## src/rtl/scroll_pkg.sv

```systemverilog
// Shared state codes, message-length table and blank index for the scroller.
// Optional auto-advance of the message index is enabled with SCROLL_AUTO_NEXT_EN.
package scroll_pkg;

  typedef logic [1:0] state_t;

  localparam state_t ST_IDLE  = 2'd0;
  localparam state_t ST_RUN   = 2'd1;
  localparam state_t ST_PAUSE = 2'd2;

  localparam logic [4:0] BLANK_IDX = 5'd31;
  localparam int         PW        = 25;

  // entry n is the length of message n
  localparam logic [7:0][4:0] MSG_LEN = {
    5'd11, 5'd11, 5'd11, 5'd13,
    5'd11, 5'd10, 5'd17, 5'd11
  };

  function automatic logic [4:0] msg_last(
    input logic [2:0] n
  );
    return MSG_LEN[n] - 5'd1;
  endfunction

endpackage

```

## src/rtl/scroll_tick.sv

```systemverilog
// Step prescaler: counts to period-1, pulses tick and restarts.
// Uses >= so a shortened period fires on the next compare.
module scroll_tick #(
  parameter int W = 25
) (
  input  logic         clk,
  input  logic         rst,
  input  logic         clr,
  input  logic         en,
  input  logic [W-1:0] period,
  output logic         tick
);

  logic [W-1:0] cnt_q, cnt_d;

  assign tick = en && (cnt_q >= (period - W'(1)));

  always_comb begin
    cnt_d = cnt_q;
    if (clr || tick)
      cnt_d = '0;
    else if (en)
      cnt_d = cnt_q + W'(1);
  end

  always_ff @(posedge clk) begin
    if (rst)
      cnt_q <= '0;
    else
      cnt_q <= cnt_d;
  end

endmodule

```

## src/rtl/scroll_ctrl.sv

```systemverilog
// Character-index sequencer for a scrolling seg7 message display.
// Define SCROLL_AUTO_NEXT_EN to advance to the next message on every wrap.
module scroll_ctrl
  import scroll_pkg::*;
#(
  parameter int TICK_DIV = 10000000
) (
  input  logic       clk,
  input  logic       rst,
  input  logic       ena,
  input  logic       start,
  input  logic       stop,
  input  logic       hold,
  input  logic [2:0] name_sel,
  input  logic [1:0] speed,
  output logic [4:0] counter,
  output logic [2:0] name,
  output logic       busy,
  output logic       wrap
);

  localparam logic [PW-1:0] DIV = PW'(TICK_DIV);

  state_t       st_q, st_d;
  logic [4:0]   cnt_q, cnt_d;
  logic [2:0]   name_q, name_d;
  logic         wrap_q, wrap_d;
  logic         run_en;
  logic         clr;
  logic         tick;
  logic [PW-1:0] period;

  assign busy    = (st_q != ST_IDLE);
  assign counter = cnt_q;
  assign name    = name_q;
  assign wrap    = wrap_q & ena;
  assign period  = DIV >> speed;

  // counting only when nothing of higher priority is pending
  assign run_en = ena & busy & ~start & ~stop & ~hold;
  assign clr    = ena & (start | stop);

  scroll_tick #(
    .W(PW)
  ) u_tick (
    .clk    (clk),
    .rst    (rst),
    .clr    (clr),
    .en     (run_en),
    .period (period),
    .tick   (tick)
  );

  always_comb begin
    st_d   = st_q;
    cnt_d  = cnt_q;
    name_d = name_q;
    wrap_d = 1'b0;
    if (ena) begin
      if (start) begin
        st_d   = ST_RUN;
        cnt_d  = 5'd0;
        name_d = name_sel;
      end else if (stop) begin
        if (busy) begin
          st_d  = ST_IDLE;
          cnt_d = BLANK_IDX;
        end
      end else if (busy) begin
        if (hold) begin
          st_d = ST_PAUSE;
        end else begin
          st_d = ST_RUN;
          if (tick) begin
            if (cnt_q == msg_last(name_q)) begin
              cnt_d  = 5'd0;
              wrap_d = 1'b1;
`ifdef SCROLL_AUTO_NEXT_EN
              name_d = name_q + 3'd1;
`else
              name_d = name_q;
`endif
            end else begin
              cnt_d = cnt_q + 5'd1;
            end
          end
        end
      end
    end
  end

  always_ff @(posedge clk) begin
    if (rst) begin
      st_q   <= ST_IDLE;
      cnt_q  <= BLANK_IDX;
      name_q <= 3'd0;
      wrap_q <= 1'b0;
    end else begin
      st_q   <= st_d;
      cnt_q  <= cnt_d;
      name_q <= name_d;
      wrap_q <= wrap_d;
    end
  end

endmodule

```

## config.mk

```make
export PLATFORM = sky130hd
export DESIGN_NAME = scroll_ctrl
export DESIGN_NICKNAME = d
export VERILOG_FILES = /design/src/rtl/scroll_pkg.sv /design/src/rtl/scroll_tick.sv /design/src/rtl/scroll_ctrl.sv
export SDC_FILE = /design/constraint.sdc
export NUM_CORES = 1
export LEC_CHECK = 0
export CORE_MARGIN = 4
export CORE_UTILIZATION = 53
export DETAILED_ROUTE_END_ITERATION = 8
export HOLD_SLACK_MARGIN = 0.05
export PLACE_DENSITY = 0.76
export SYNTH_ARGS = -nofsm -noshare
export SYNTH_HDL_FRONTEND = slang
export SYNTH_SLANG_ARGS = --single-unit
```

## constraint.sdc

```tcl
create_clock -name clk -period 3.2 [get_ports clk]
set_input_delay 0.96 -clock clk [delete_from_list [all_inputs] [get_ports clk]]
set_output_delay 0.96 -clock clk [all_outputs]
set_load 0.02 [all_outputs]
```

==> results.env <==
ROUTE.DETAILED.WL_PER_INST_UM=15.18
FMAXACHIEVABLE_GHz=0.3054
FINAL-INSTANCE-COUNT-EXCL-FILL=434
POWER.TOTAL_mW=1.113
DOMINANTREGCELLSYNTH='sky130_fd_sc_hd__dfxtp_1'
MAX_SLEW_HEADROOM_PCT=51.23
LAYOUT_COMMON_CELLS='41 x sky130_fd_sc_hd__dfxtp_1, 39 x sky130_fd_sc_hd__nor2_1, 34 x sky130_fd_sc_hd__buf_4'
POST-ROUTE-WORST-SETUP-SLACK_NS=-0.07426
MULTI_INPUT_GATE_AREA_IN_THE_FINAL_LAYOUT_SQ_MM=0.001846
SYNTH.FF_LATCH_COUNT=41
HALF_PERIMETER_WIRE_LENGTH_OF_THE_DETAILED_PLACEMENT_RESULT_MM=4.724
FLOORPLAN.DIE.WIDTH_UM=79.00
NET-SWITCHING-POWER_mW=0.2970
WORST_PATH_MAX_DELAY_CELL='sky130_fd_sc_hd__or3_4'
CRITICAL-PATH-TOP-CELL-BY-COUNT='sky130_fd_sc_hd__ha_4'
HTREE_NUM_LEVELS=2
CTS_TREE='done'
SYNTHTOLAYOUTAREAGROWTH_PCT=27.45
CTS-BUFFERS-INSERTED=5
MIN-DELAY-PATH-CLASS='reg -> reg'
FLOORPLAN.INITIALDENSITY_PCT=55.45
ROUTABILITYCONGESTION=0.8557
TOTAL_STANDARD_CELL_AREA_AFTER_SYNTHESIS_SQ_MM=0.002671
ARRIVAL_NS=3.46
FINALHOLDVIOLCOUNT=0
FINAL-SETUP-VIOL-COUNT=1
P_PER_CELL_AREA_mW_PER_MM2=327.1
SYNTH-ASYNC-RESET-RATIO_PCT=0
FILL_CELLS=389
MAXCAPVIOLCOUNT=0
CTS.HOLD.BUFFERS_ADDED=0
SWSHARE_PCT=26.67
FINAL_LAYOUT_SIZE_SUFFIX_GT1_SHARE_PCT=21.80
TIGHTEST_SLEW_NS=0.7202
SYNTH.YOSYS.WARNINGS=0
GRT_MAX_DEGREE=23
SYNTH_TOP_AREA_SHARE_PCT=30.73
REPORT.FINAL.SLEW_VIOL_COUNT=0
YS_TOP_CELLS_BY_AREA='sky130_fd_sc_hd__dfxtp_1 31%, sky130_fd_sc_hd__ha_1 15%, sky130_fd_sc_hd__xor2_1 5.6%, sky130_fd_sc_hd__nor2_1 5.5%, sky130_fd_sc_hd__xnor2_1 3.9%'
DRC_ERRORS=0
CLOCK_TRANSITION_TIME_AT_THE_FLIP_FLOP_CLOCK_PINS_OF_THE_WORST_SETUP_AND_HOLD_PATHS_NS=0.07
FLOP_PWR_SHARE_PCT=48.2
PLACEDCELLCOUNT=419
CRITICAL_PATH_CELL_SEQUENCE='buf_8, buf_6, ha_4, or3_4, ha_4, and4_1, a221oi_2, o211ai_1, buf_4, a211o_1, a221o_1'
IO_BUFFER_COUNT=20
CTS.PATH.MAX_BUFFERS=2
FINAL_ANTENNA_NET_COUNT=0
PERIOD_MINUS_SLACK_NS=3.274
GRT_PASS1_VIAS=2389
POWER.INTERNAL_mW=0.8165
POST_SYNTHESIS_CELL_TYPE_WITH_THE_LARGEST_COMBINED_AREA='sky130_fd_sc_hd__dfxtp_1'
FLOORPLAN.DIE.HEIGHT_UM=79.00
RSZ0062_AT_GRT='yes'
ROUTED-VIA-COUNT=2431
CRIT_TYPE='in -> reg'
FAILED_CHECKS='setup timing'
SEQUENTIAL_AREA_SHARE_AFTER_SYNTHESIS_PCT=30.73
DRT_TOTAL_WL_MM=6.588
CLOCK_POWER_SHARE_PCT=33.6
OUTCOME='finished, violations left'
PLACE_WORST_SETUP_SLACK_NS=-0.6846
CTSROOTBUFFERMASTER='sky130_fd_sc_hd__clkbuf_8'
POST_SYN_INSTANCES=312
SYNTH.AVG_CELL_AREA_SQ_UM=8.562
LAYOUT.AREA.SEQ_SQ_UM=820.8
PLACEMENT_ROWS=25
DRT-INITIAL-DRC-COUNT=175
POWER.LEAKAGE_nW=1.489
DIE_AREA_SQ_MM=0.006240
HOLD_SLACK_NS=0.5321
CRIT_PATH_MAX_FANOUT=4
GLOBALROUTEOVERFLOWTOTAL=0
DETAILED_ROUTER_ITERATION_COUNT_BEFORE_ANTENNA_REPAIR=5
NUM_ANTENNA_CELLS=0
INITIAL_ANTENNA_VIOLATION_COUNT=0
CTS_NUM_SINKS=41
MIN_PERIOD_OVER_PERIOD_PCT=102.3
MOST_COMMON_LIBRARY_CELL_IN_THE_LAYOUT_IGNORING_FILL_AND_TAPS='sky130_fd_sc_hd__dfxtp_1'
SYNTH.LIB_CELLS_USED.DISTINCT=55
CORE_AREA_SQ_MM=0.004817
FIRST_PASS_GRT_WIRE_LENGTH_MM=11.14
MAX_CLOCK_SKEW_NS=0.007730
ROUTE.DETAILED.VIAS_PER_INST=5.601
WORST-R2R-SETUP-SLACK_NS=0.77
FINAL_NETS=410
VDD_DROP_MAX_mV=0.2821
WORST_PATH_REQUIRED_NS=3.39
SYNTH_EDF_COUNT=0
PIN_COUNT=21
SYNTH.NET_COUNT=356
WORST_SKEW_PAIR.LATE_LATENCY_NS=0.30
CRITPATHLAUNCHTYPE='primary input'
MAXIMUM_SINGLE_STAGE_DELAY_ON_THE_CRITICAL_PATH_NS=0.39
CRITICAL_PATH_CAPTURE_POINT_TYPE='flop'
COMB_POWER_SHARE_PCT=18.3
GR-USAGE-ALL-LAYERS_PCT=22.11
kinds of logic after synthesis:
kind of cell    Yosys count  synth area share, %
simple gates            128                24.87
compound gates           53                14.33
flops                    41                30.73
fa+ha+maj                33                15.46
xor+xnor                 29                9.508
buf+inv                  26                4.356
mux                       2               0.7494
stage by stage:
| step | utilization [%] | area, sq um | TNS, ns |
|---|---|---|---|
| 4_1_cts | 69.25 | 3336 | 0 |
| 3_3_place_gp | 65.95 | 3177 | -15.40 |
| 3_5_place_dp | 65.95 | 3177 | -17.36 |
| 6_report | 70.68 | 3405 | -0.07426 |
| 5_1_grt | 70.68 | 3405 | -0.3180 |
| 2_1_floorplan | - | 2715 | 0 |
power groups by stage:
stage / clock network, mW / logic, mW / registers (mW)
floorplan: 0 / 0.105 / 0.552
global placement: 0 / 0.181 / 0.548
detailed placement: 0 / 0.185 / 0.548
CTS: 0.375 / 0.193 / 0.536
global route: 0.399 / 0.224 / 0.538
finish: 0.374 / 0.203 / 0.536
synthesized netlist by cell type (2+ instances only):
| cell | count |
|---|---|
| sky130_fd_sc_hd__nor2_1 | 39 |
| sky130_fd_sc_hd__ha_1 | 33 |
| sky130_fd_sc_hd__clkbuf_1 | 4 |
| sky130_fd_sc_hd__buf_6 | 2 |
| sky130_fd_sc_hd__and2_1 | 5 |
| sky130_fd_sc_hd__or2_2 | 3 |
| sky130_fd_sc_hd__a211oi_1 | 3 |
| sky130_fd_sc_hd__o211ai_1 | 2 |
| sky130_fd_sc_hd__nor4_1 | 3 |
| sky130_fd_sc_hd__a31oi_1 | 2 |
| sky130_fd_sc_hd__xor2_1 | 17 |
| sky130_fd_sc_hd__a22o_1 | 3 |
| sky130_fd_sc_hd__nand3b_1 | 2 |
| sky130_fd_sc_hd__nand3_1 | 15 |
| sky130_fd_sc_hd__inv_1 | 17 |
| sky130_fd_sc_hd__a221oi_1 | 2 |
| sky130_fd_sc_hd__o21a_1 | 2 |
| sky130_fd_sc_hd__nand2_1 | 24 |
| sky130_fd_sc_hd__a21oi_1 | 13 |
| sky130_fd_sc_hd__nor2_2 | 3 |
| sky130_fd_sc_hd__o21ai_0 | 4 |
| sky130_fd_sc_hd__xnor2_1 | 12 |
| sky130_fd_sc_hd__buf_2 | 2 |
| sky130_fd_sc_hd__nand4_1 | 9 |
| sky130_fd_sc_hd__a21o_1 | 6 |
| sky130_fd_sc_hd__dfxtp_1 | 41 |
| sky130_fd_sc_hd__a31o_2 | 4 |
| sky130_fd_sc_hd__and3_1 | 5 |
| sky130_fd_sc_hd__and4_1 | 2 |
| sky130_fd_sc_hd__mux2i_1 | 2 |
| sky130_fd_sc_hd__a221o_1 | 2 |
| sky130_fd_sc_hd__nor3_1 | 6 |
worst paths after layout:
check / start / endpoint / cells after the start
setup / recovery: speed[0] / counter[2] / 11
hold / removal: u_tick.cnt_q[1] / u_tick.cnt_q[1] / 1
setup reg to reg: u_tick.cnt_q[18] / counter[2] / 8
hold reg to reg: u_tick.cnt_q[1] / u_tick.cnt_q[1] / 1
layer usage:
metal	global-route usage (%)	routed length [um]	vias up
li1	-	-	1219
met1	29.06	2965	1141
met2	37.12	3178	56
met3	3.855	326	15
met4	6.357	117	0
met5	0	0	-
critical path: cells and delay by family:
| kind | cells | cell delay, ns |
|---|---|---|
| and+or+nand+nor | 2 | 0.55 |
| buffers and inverters | 3 | 0.39 |
| AOI/OAI and AO/OA | 4 | 1.19 |
| adders and majority gates | 2 | 0.37 |
area by class of cell:
type | instances | share of cell area [%]
inverters | 17 | 1.948
well taps | 67 | 2.462
multi-input cells | 245 | 54.21
repair buffers | 56 | 14.30
clock buffers | 7 | 2.830
clock inverters | 1 | 0.1470
flip-flops and latches | 41 | 24.11
timing repair:
item / CTS / global route
endpoints found under the hold margin: 0 / 0
resized for setup: 15 / 12
setup buffers: 2 / 5
endpoints found under the setup margin: 31 / 31
cloned: 0 / 0
pin swaps: 7 / 10
(Power assumes the default switching activity.)
